[config.mk]
export PLATFORM = sky130hd
export DESIGN_NAME = gcache_line_adaptor
export DESIGN_NICKNAME = d
export VERILOG_FILES = /design/src/rtl/gcache_types_pkg.sv /design/src/rtl/gcache_line_adaptor.sv
export SDC_FILE = /design/constraint.sdc
export NUM_CORES = 1
export LEC_CHECK = 0
export ABC_AREA = 1
export CAP_MARGIN = 0
export CORE_MARGIN = 5
export CORE_UTILIZATION = 30
export CTS_CLUSTER_SIZE = 30
export DETAILED_ROUTE_END_ITERATION = 12
export GPL_ROUTABILITY_DRIVEN = 0
export HOLD_SLACK_MARGIN = 0.15
export PLACE_DENSITY = 0.62
export SETUP_SLACK_MARGIN = 0.1
export SLEW_MARGIN = 40
export SYNTH_ARGS = -nofsm -noshare
export SYNTH_HDL_FRONTEND = slang
export SYNTH_SLANG_ARGS = --single-unit
[constraint.sdc]
create_clock -name clk -period 32.6 [get_ports clk]
set_clock_uncertainty 0.05 [all_clocks]
set_input_delay 6.52 -clock clk [delete_from_list [all_inputs] [get_ports clk]]
set_output_delay 6.52 -clock clk [all_outputs]
set_load 0.02 [all_outputs]
[src/rtl/gcache_types_pkg.sv]
// Shared widths, beat-packed line type and adaptor state encoding for the
// cacheline <-> memory burst adaptor.
package gcache_types_pkg;
  localparam int LINE_W  = 256;
  localparam int BURST_W = 64;
  localparam int BEATS   = LINE_W / BURST_W;
  localparam int CNT_W   = $clog2(BEATS);

  typedef logic [LINE_W-1:0]               line_t;
  typedef logic [BURST_W-1:0]              beat_t;
  // Same bit layout as line_t; element 0 holds the LSB beat.
  typedef logic [BEATS-1:0][BURST_W-1:0]   beats_t;

  typedef enum logic [1:0] {
    IDLE = 2'd0,
    RD   = 2'd1,
    WR   = 2'd2,
    DONE = 2'd3
  } adaptor_state_e;
endpackage

[src/rtl/gcache_line_adaptor.sv]
// Splits one cacheline request into a BEATS x BURST_W memory burst (fill or writeback)
// and returns a one-cycle resp_o; the assembled fill line is held until the next read beat.
module gcache_line_adaptor
  import gcache_types_pkg::*;
(
  input  logic               clk,
  input  logic               rst,
  input  logic [LINE_W-1:0]  line_i,
  output logic [LINE_W-1:0]  line_o,
  input  logic [31:0]        address_i,
  input  logic               read_i,
  input  logic               write_i,
  output logic               resp_o,
  input  logic [BURST_W-1:0] burst_i,
  output logic [BURST_W-1:0] burst_o,
  output logic [31:0]        address_o,
  output logic               read_o,
  output logic               write_o,
  input  logic               resp_i
);

  localparam logic [CNT_W-1:0] CNT_LAST = CNT_W'(BEATS - 1);

  adaptor_state_e    state_q, state_d;
  logic [CNT_W-1:0]  cnt_q, cnt_d;
  beats_t            wline_q, wline_d;
  beats_t            rline_q, rline_d;
  logic [31:0]       addr_q, addr_d;

  always_ff @(posedge clk or posedge rst) begin
    if (rst) begin
      state_q <= IDLE;
      cnt_q   <= '0;
      wline_q <= '0;
      rline_q <= '0;
      addr_q  <= '0;
    end else begin
      state_q <= state_d;
      cnt_q   <= cnt_d;
      wline_q <= wline_d;
      rline_q <= rline_d;
      addr_q  <= addr_d;
    end
  end

  always_comb begin
    state_d = state_q;
    cnt_d   = cnt_q;
    wline_d = wline_q;
    rline_d = rline_q;
    addr_d  = addr_q;
    case (state_q)
      IDLE: begin
        // Writeback wins so a dirty victim leaves before its replacement arrives.
        if (write_i) begin
          state_d = WR;
          wline_d = line_i;
          addr_d  = address_i;
          cnt_d   = '0;
        end else if (read_i) begin
          state_d = RD;
          addr_d  = address_i;
          cnt_d   = '0;
        end
      end
      RD: begin
        if (resp_i) begin
          rline_d[cnt_q] = burst_i;
          cnt_d          = cnt_q + 1'b1;
          if (cnt_q == CNT_LAST) state_d = DONE;
        end
      end
      WR: begin
        if (resp_i) begin
          cnt_d = cnt_q + 1'b1;
          if (cnt_q == CNT_LAST) state_d = DONE;
        end
      end
      DONE: state_d = IDLE;
      default: state_d = IDLE;
    endcase
  end

  assign read_o    = (state_q == RD);
  assign write_o   = (state_q == WR);
  assign resp_o    = (state_q == DONE);
  assign address_o = {addr_q[31:5], 5'b0};
  assign burst_o   = (state_q == WR) ? wline_q[cnt_q] : '0;
  assign line_o    = rline_q;

endmodule

==> results.md, run 1 <==
Run status:
- The run finished with clean final reports.

Final layout:
- Registers take 13600 um2.
- The footprint of the multi-input gates is approximately 7000 um2.
- The total number of nets in the final design is between 3k and 4k.
- In the final layout, the share of cells above drive strength 1 is 0.0411.
- Relative to the synthesized area, the layout overhead comes to 42.7%.
- The layout has 7515 filler cells.

STA:
- The count of final setup violators is 0.
- The final hold violation count is 0.
- The final sum of negative setup slack is 0 ns.
- Hold timing on the final database bottoms out at a slack of 0.432 ns.
- The worst slew slack as a fraction of its limit is 0.460.
- The clock period could shrink to 10.36 ns.
- In the finished design, the share of the clock period the worst path needs comes to 0.318.
- The transition time at the pin with the least slew margin is about 0.81 ns.
- Static timing analysis puts the maximum clock frequency at between 0.09 and 0.1 GHz.
- The number of slew-limit violations in the final report is 0.
- Setup repair after global routing left no endpoint under its margin.

Synth:
- In the post-synthesis netlist, the biggest area contributors are sky130_fd_sc_hd__dfrtp_1 (59%), sky130_fd_sc_hd__nand2_1 (9.1%), sky130_fd_sc_hd__a21oi_1 (7.0%).
- The number of library cell types mapped by synthesis is 20.
- By count the netlist is led by sky130_fd_sc_hd__nand2_1 (557), sky130_fd_sc_hd__dfrtp_1 (543), sky130_fd_sc_hd__inv_1 (358), sky130_fd_sc_hd__a21oi_1 (320), sky130_fd_sc_hd__o21ai_0 (283).
- The number of enable flip-flop cells after synthesis is 0.
- The post-synthesis instance area is 22900 um2.
- The largest total area in the synthesized netlist belongs to sky130_fd_sc_hd__dfrtp_1.
- For this run, the register share of the synthesized area comes to 0.594.
- Among all cell types in the netlist, the one instantiated most often is sky130_fd_sc_hd__nand2_1.
- The number of warnings printed during yosys synthesis is 0.
- The most common flop cell mapped by yosys is sky130_fd_sc_hd__dfrtp_1.
- Counting every instance in the synthesized netlist gives 2643.
- The register bit total from synthesis is 543.
- Of the post-synthesis cell area, the dominant cell type holds 0.594.
- For this run, asynchronously set or reset flops after synthesis account for 1.00.
- A synthesized cell averages between 8 and 9 um2.

Routing:
- The via density per instance is around 4.5.
- The remaining antenna violation count after routing is 0.
- The residual DRC count is 0.
- Before antenna repair, the detailed router went through 5 iterations.
- The total vias in the final route is 19.4k.
- The total wire length is 79300 um.
- The wire length per cell after detailed routing is around 18 um.
- After the first detailed-routing iteration, the DRC count stood at around 1.4k.

Clock tree:
- In this run, CTS created clock tree buffers numbering 60.
- The number of hold buffers added after CTS was 0.
- The buffers inserted during post-CTS setup optimization is 0.
- The H-tree generated during clock tree synthesis spans 2 levels.
- The clock-pin slew on the worst setup and hold paths is around 0.060 ns.
- At the later pin of the worst-skew pair, clock insertion delay measures 0.64 ns.
- The TritonCTS clock tree is yes.
- Post-CTS repair changed the size of 0 cells.
- The clock root buffer master is sky130_fd_sc_hd__clkbuf_16.
- The number of clock sinks seen by CTS is between 500 and 600.
- Counting along the longest clock path gives a buffer depth of 3.

Critical path:
- By startpoint and endpoint, the worst setup path is classified as reg2out.
- The data required time at the worst endpoint is 26.03 ns.
- The worst setup path is launched from a flop.
- The critical path arrival is 3.79 ns.
- The critical path endpoint category is an output port.
- The library cell contributing the largest single delay on the critical path is sky130_fd_sc_hd__clkdlybuf4s50_1.
- The critical path goes through inv_2 -> buf_4 -> nand3_1 -> a21oi_1 -> clkdlybuf4s50_1.
- In this design, the stage delay of the slowest critical-path cell is a little under 0.8 ns.
- The maximum fanout count along the critical path is 50.

Pwr:
- IR analysis of the VDD net gives a maximum drop of 0.0409 mV.
- The standby leakage power is 15.5 nW.
- The power density normalized to cell area is just under 100 nW/um2.

Die:
- 712 I/O pins were placed.
- The effective utilization at floorplan is 0.302.
- The cell row count is 101.
- The die covers roughly 80000 um2.
- The x dimension of the die is 286 um.
- From bottom edge to top edge, the die measures 286 um.
- After floorplanning, the core was sized to cover 75800 um2.

Place:
- The number of buffer cells added on primary ports is 701.
- The detailed placer's ending HPWL is 56600 um.

GRT:
- The first global-routing pass estimated 118000 um of wire.
- Summed over all layers, the global routing overflow is 0.
- The initial antenna violation count is 16.
- For this run, the total global-route usage over all layers was measured as 0.185.
- The maximum number of pins on one net before global-route repair is 120.
- The via count of the first global-routing pass came to 18.5k.

Hold path:
- The path class of the tightest hold or removal check is reg2reg.

Run:
- The tool flagged a number of max-cap violations equal to 0.
[through the flow]
stage | instance area (um2) | setup WS (ns) | total power, W | utilization | instances
2_1_floorplan | 22900 | 10.85 | 0.00186 | - | 2647
3_3_place_gp | 30300 | 21.77 | 0.00244 | 0.400 | 4175
3_5_place_dp | 30400 | 22.42 | 0.00247 | 0.401 | 4177
4_1_cts | 32600 | 21.88 | 0.00321 | 0.430 | 4289
5_1_grt | 32600 | 21.93 | 0.00338 | 0.430 | 4293
6_report | 32600 | 22.24 | 0.00317 | 0.430 | 4294
[flip-flops by register name, summed over array words and instances, names as in the netlist]
register  count
line_o      256
wline_q     256
addr_q       27
cnt_q         2
state_q       2
[cells in the final DEF (no fill, tap or decap), types with 3 or more instances in the layout]
| cell type | count |
|---|---|
| sky130_fd_sc_hd__nor2_1 | 258 |
| sky130_fd_sc_hd__clkbuf_16 | 60 |
| sky130_fd_sc_hd__diode_2 | 5 |
| sky130_fd_sc_hd__o21ai_0 | 283 |
| sky130_fd_sc_hd__a21oi_1 | 320 |
| sky130_fd_sc_hd__nand3_4 | 4 |
| sky130_fd_sc_hd__buf_4 | 9 |
| sky130_fd_sc_hd__conb_1 | 5 |
| sky130_fd_sc_hd__ha_1 | 9 |
| sky130_fd_sc_hd__inv_1 | 356 |
| sky130_fd_sc_hd__dfrtp_1 | 541 |
| sky130_fd_sc_hd__clkbuf_8 | 15 |
| sky130_fd_sc_hd__nand3_1 | 132 |
| sky130_fd_sc_hd__buf_6 | 10 |
| sky130_fd_sc_hd__clkbuf_1 | 10 |
| sky130_fd_sc_hd__bufinv_16 | 8 |
| sky130_fd_sc_hd__nand2_1 | 557 |
| sky130_fd_sc_hd__clkinvlp_4 | 4 |
| sky130_fd_sc_hd__clkinv_16 | 3 |
| sky130_fd_sc_hd__clkdlybuf4s50_1 | 701 |
| sky130_fd_sc_hd__clkinv_2 | 10 |
[final timing paths]
check	from	to	slack [ns]	cells past startpoint
worst min-delay path	line_o[156]	line_o[156]	0.43	2
worst max register to register	state_q[0]	wline_q[82]	28.69	8
max in group asynchronous	rst	wline_q[87]	23.99	5
worst max-delay path	cnt_q[1]	burst_o[12]	22.24	5
min in group asynchronous	rst	addr_q[30]	6.39	2
worst min register to register	line_o[156]	line_o[156]	0.43	2
[layer usage]
| metal | global-route usage | wire [um] |
|---|---|---|
| met2 | 0.309 | 38200 |
| met3 | 0.0599 | 6550 |
| met4 | 0.0425 | 1680 |
| met5 | 0 | 149 |
| met1 | 0.235 | 32700 |
[kinds of logic after synthesis]
family	share of synthesized area
AO/OA/AOI/OAI	0.133
AND/OR/NAND/NOR	0.165
flip-flops	0.594
buffers and inverters	0.103
adder cells (fa/ha/maj)	0.00493
other	0.000164
[where the power goes]
part	total [W]	switching, W	internal, W
sequential	0.00108	0.000122	0.000959
combinational	0.00136	0.000817	0.000544
clock	0.000729	0.000291	0.000438
total	0.00317	0.00123	0.00194
[worst max-delay path: cells and delay by family, from the launching register on]
kind	cells	cell delay [ns]
compound gates	1	0.26
simple gates	1	0.35
flops	1	0.64
buf+inv	3	1.82
[area by class of cell]
| type | count | share of cell area |
|---|---|---|
| Antenna cell | 5 | 0.000383 |
| Clock buffer | 85 | 0.0535 |
| Clock inverter | 27 | 0.0131 |
| Inverter | 360 | 0.0419 |
| Multi-Input combinational cell | 1573 | 0.214 |
| Sequential cell | 543 | 0.417 |
| Tap cell | 978 | 0.0375 |
| Timing Repair Buffer | 723 | 0.223 |
(Power assumes the default switching activity.)
==> run 2: changes to the inputs <==
- PLACE_DENSITY: 0.62 -> 0.64
- clock period: 32.6 -> 8.6 ns (I/O delays scaled with it)
==> run 2 against run 1 <==
Against the previous run: clock power increased to 3.7 times the previous value; final cell count grew 0.21%; global-route usage rose by 0.24 points; highest routed layer unchanged.
==> results.md, run 2 (synthesized netlist as in run 1, its figures left out) <==
Critical path:
- At the worst endpoint, the required time is 6.83 ns.
- The critical path in this run is classified as reg2out.
- The endpoint of the worst register-to-register path is line_o[33].
- The maximum fanout count along the critical path is 51.
- The critical path endpoint category is an output port.
- The startpoint kind of the worst setup timing path is a flop.
- The startpoint identified for the worst register-to-register timing path is cnt_q[0].
- The worst register-to-register path has a setup slack of approximately 5.7 ns.
- Measured in cells, the most critical reg-to-reg path has a length of 6.
- STA puts the critical path data arrival time at 3.71 ns.

GRT:
- Global routing finished with a remaining overflow of 0.
- The maximum number of pins on one net before global-route repair is 177.
- The initial antenna violation count was 23.
- The global-route wire length before repair is 119000 um.
- In the global route stage, overall resource usage came out at 0.187.
- The via count of the first global-routing pass was 18.8k.

Clock tree:
- Gates resized during post-CTS repair numbered 0.
- TritonCTS created 59 clock buffers.
- In this run the clock root is driven by a sky130_fd_sc_hd__clkbuf_16.
- Once the clock tree was built, the setup fixing pass inserted 0 buffers.
- The depth of the CTS H-tree is 2.
- Clock-pin slew was measured on the worst setup and hold paths at 0.06 ns.
- The clock net in this run drives a total of ~540 sinks.
- The quantity of hold-fixing buffers added after cts is 0.
- The insertion delay to the later sink of the worst-skew pair is 0.60 ns.
- TritonCTS built the clock tree.
- The largest buffer count on any clock path is 3.

STA:
- Based on the critical path, the design can be clocked at up to 0.182 GHz.
- The transition time at the pin with the least slew margin is 0.827 ns.
- The hold slack is 0.432 ns.
- Measured against its own limit, the worst slew margin works out to 0.449.
- The number of slew-limit violations in the final report is 0.
- Dividing the final minimum period by the clock period gives 0.638.
- Setup repair after global routing left no endpoint under its margin.
- The minimum clock period is 5.48 ns.
- Setup violations remaining at the end of the flow were counted as 0.
- The final hold violation count was 0.
- In the final timing run, aggregate negative setup slack is 0 ns.

Hold path:
- The worst hold path begins at line_o[13].
- The worst hold path belongs to the class reg2reg.
- The path with the worst hold slack has its endpoint at line_o[13].
- The worst hold path was traced through 2 stages.

Routing:
- The iteration count of the initial detailed-routing pass is 8.
- The first routing iteration left 1343 violations.
- In the routed layout, each cell is associated on average with a via count of 4.51.
- The routed design has 80100 um of wire.
- The total vias in the final route is 19.4k.
- The wire length per cell after detailed routing is 18.6 um.
- In the routed design, unresolved DRC markers number 0.
- The remaining antenna violation count after routing is 0.

Die:
- For this configuration, the core starts out at a cell density of 0.302.
- The die is ~290 um tall.
- The placeable core region is 75800 um2.
- Measured along the x axis, the die boundary spans around 290 um.
- The cell row count is 101.
- around 710 I/O pins were placed.
- The area of the die is approximately 80000 um2.

Final layout:
- In the final layout, the share of cells above drive strength 1 is 0.0411.
- The layout overhead on the synthesized area is 42.7%.
- The most common cell after layout, fill and taps aside is sky130_fd_sc_hd__clkdlybuf4s50_1.
- The top cell types in the final layout, fill and taps aside, are sky130_fd_sc_hd__clkdlybuf4s50_1 (701), sky130_fd_sc_hd__nand2_1 (557), sky130_fd_sc_hd__dfrtp_1 (541).
- The total number of nets in the final design is 3627.
- The post-route cell area is approximately 33000 um2.
- Once layout is complete, the utilization of the core stands at 0.430.

Pwr:
- The standby leakage power is 15.5 nW.
- Power spread over the standard cell area amounts to between 300 and 400 nW/um2.
- The maximum vdd drop is 0.175 mV.

Place:
- After legalization and detailed placement, the total HPWL measured around 58000 um.
- Port buffering added 701 buffers.
- The cell area after placement is 30500 um2.

Run:
- The number of maximum-capacitance constraint violations is 0.

Run status:
- The run finished with clean final reports.
-- run 2: cell count changes in the layout (fill, tap and decap cells not counted), moves of 2 or more --
cell                        delta
sky130_fd_sc_hd__diode_2      +12
sky130_fd_sc_hd__clkinv_2      +7
sky130_fd_sc_hd__buf_12        +5
sky130_fd_sc_hd__buf_6         -5
sky130_fd_sc_hd__clkbuf_8      -5
sky130_fd_sc_hd__buf_16        +3
sky130_fd_sc_hd__clkbuf_1      -3
sky130_fd_sc_hd__clkinv_16     -3
sky130_fd_sc_hd__buf_4         -2
sky130_fd_sc_hd__inv_16        +2
-- run 2: cell type report --
class / instances / area, um2
Tap cell: 978 / 1220
Antenna cell: 17 / 42.5
Multi-Input combinational cell: 1573 / 6990
Sequential cell: 543 / 13600
Clock inverter: 32 / 405
Inverter: 360 / 1360
Fill cell: 7455 / 43200
Timing Repair Buffer: 724 / 7380
Clock buffer: 76 / 1640
-- run 2: metal layers --
layer	part of all wire	vias to the layer above	wire, um	global-route usage
li1	-	9494	-	-
met5	0.0011	-	89	0
met1	0.40	9146	32200	0.228
met3	0.096	149	7710	0.0711
met4	0.036	14	2890	0.0694
met2	0.46	615	37200	0.304
-- run 2: critical path, cell delays in order, from the launching register on --
cell	delay, ns
sky130_fd_sc_hd__dfrtp_4	0.67
sky130_fd_sc_hd__inv_2	0.38
sky130_fd_sc_hd__buf_4	0.64
sky130_fd_sc_hd__nand3_1	0.37
sky130_fd_sc_hd__a21oi_1	0.23
sky130_fd_sc_hd__clkdlybuf4s50_1	0.76
-- run 2: worst max-delay path by stage --
stage | endpoint | cells past startpoint | startpoint | slack (ns)
floorplan | addr_q[10] | 1 | rst | -0.56
detailed placement | burst_o[20] | 6 | cnt_q[0] | 3.56
finish | burst_o[13] | 5 | cnt_q[1] | 3.12
global route | burst_o[13] | 5 | cnt_q[1] | 2.89
global placement | burst_o[20] | 6 | cnt_q[0] | 3.35
CTS | burst_o[20] | 6 | cnt_q[0] | 2.86
-- run 2: report_power, final --
| group | switching (W) | internal (W) | leakage, nW | total, W |
|---|---|---|---|---|
| combinational | 0.00314 | 0.00208 | 8.04 | 0.00522 |
| sequential | 0.000443 | 0.00364 | 6.46 | 0.00408 |
| clock | 0.00109 | 0.00159 | 1.02 | 0.00268 |
| total | 0.00468 | 0.00730 | 15.5 | 0.0120 |
-- run 2: through the flow --
| stage | total power, W | cells | worst slack [ns] |
|---|---|---|---|
| detailed placement | 0.00938 | 4176 | 3.56 |
| floorplan | 0.00706 | 2647 | -0.556 |
| global route | 0.0128 | 4297 | 2.89 |
| finish | 0.0120 | 4303 | 3.12 |
| global placement | 0.00926 | 4172 | 3.35 |
| CTS | 0.0121 | 4284 | 2.86 |
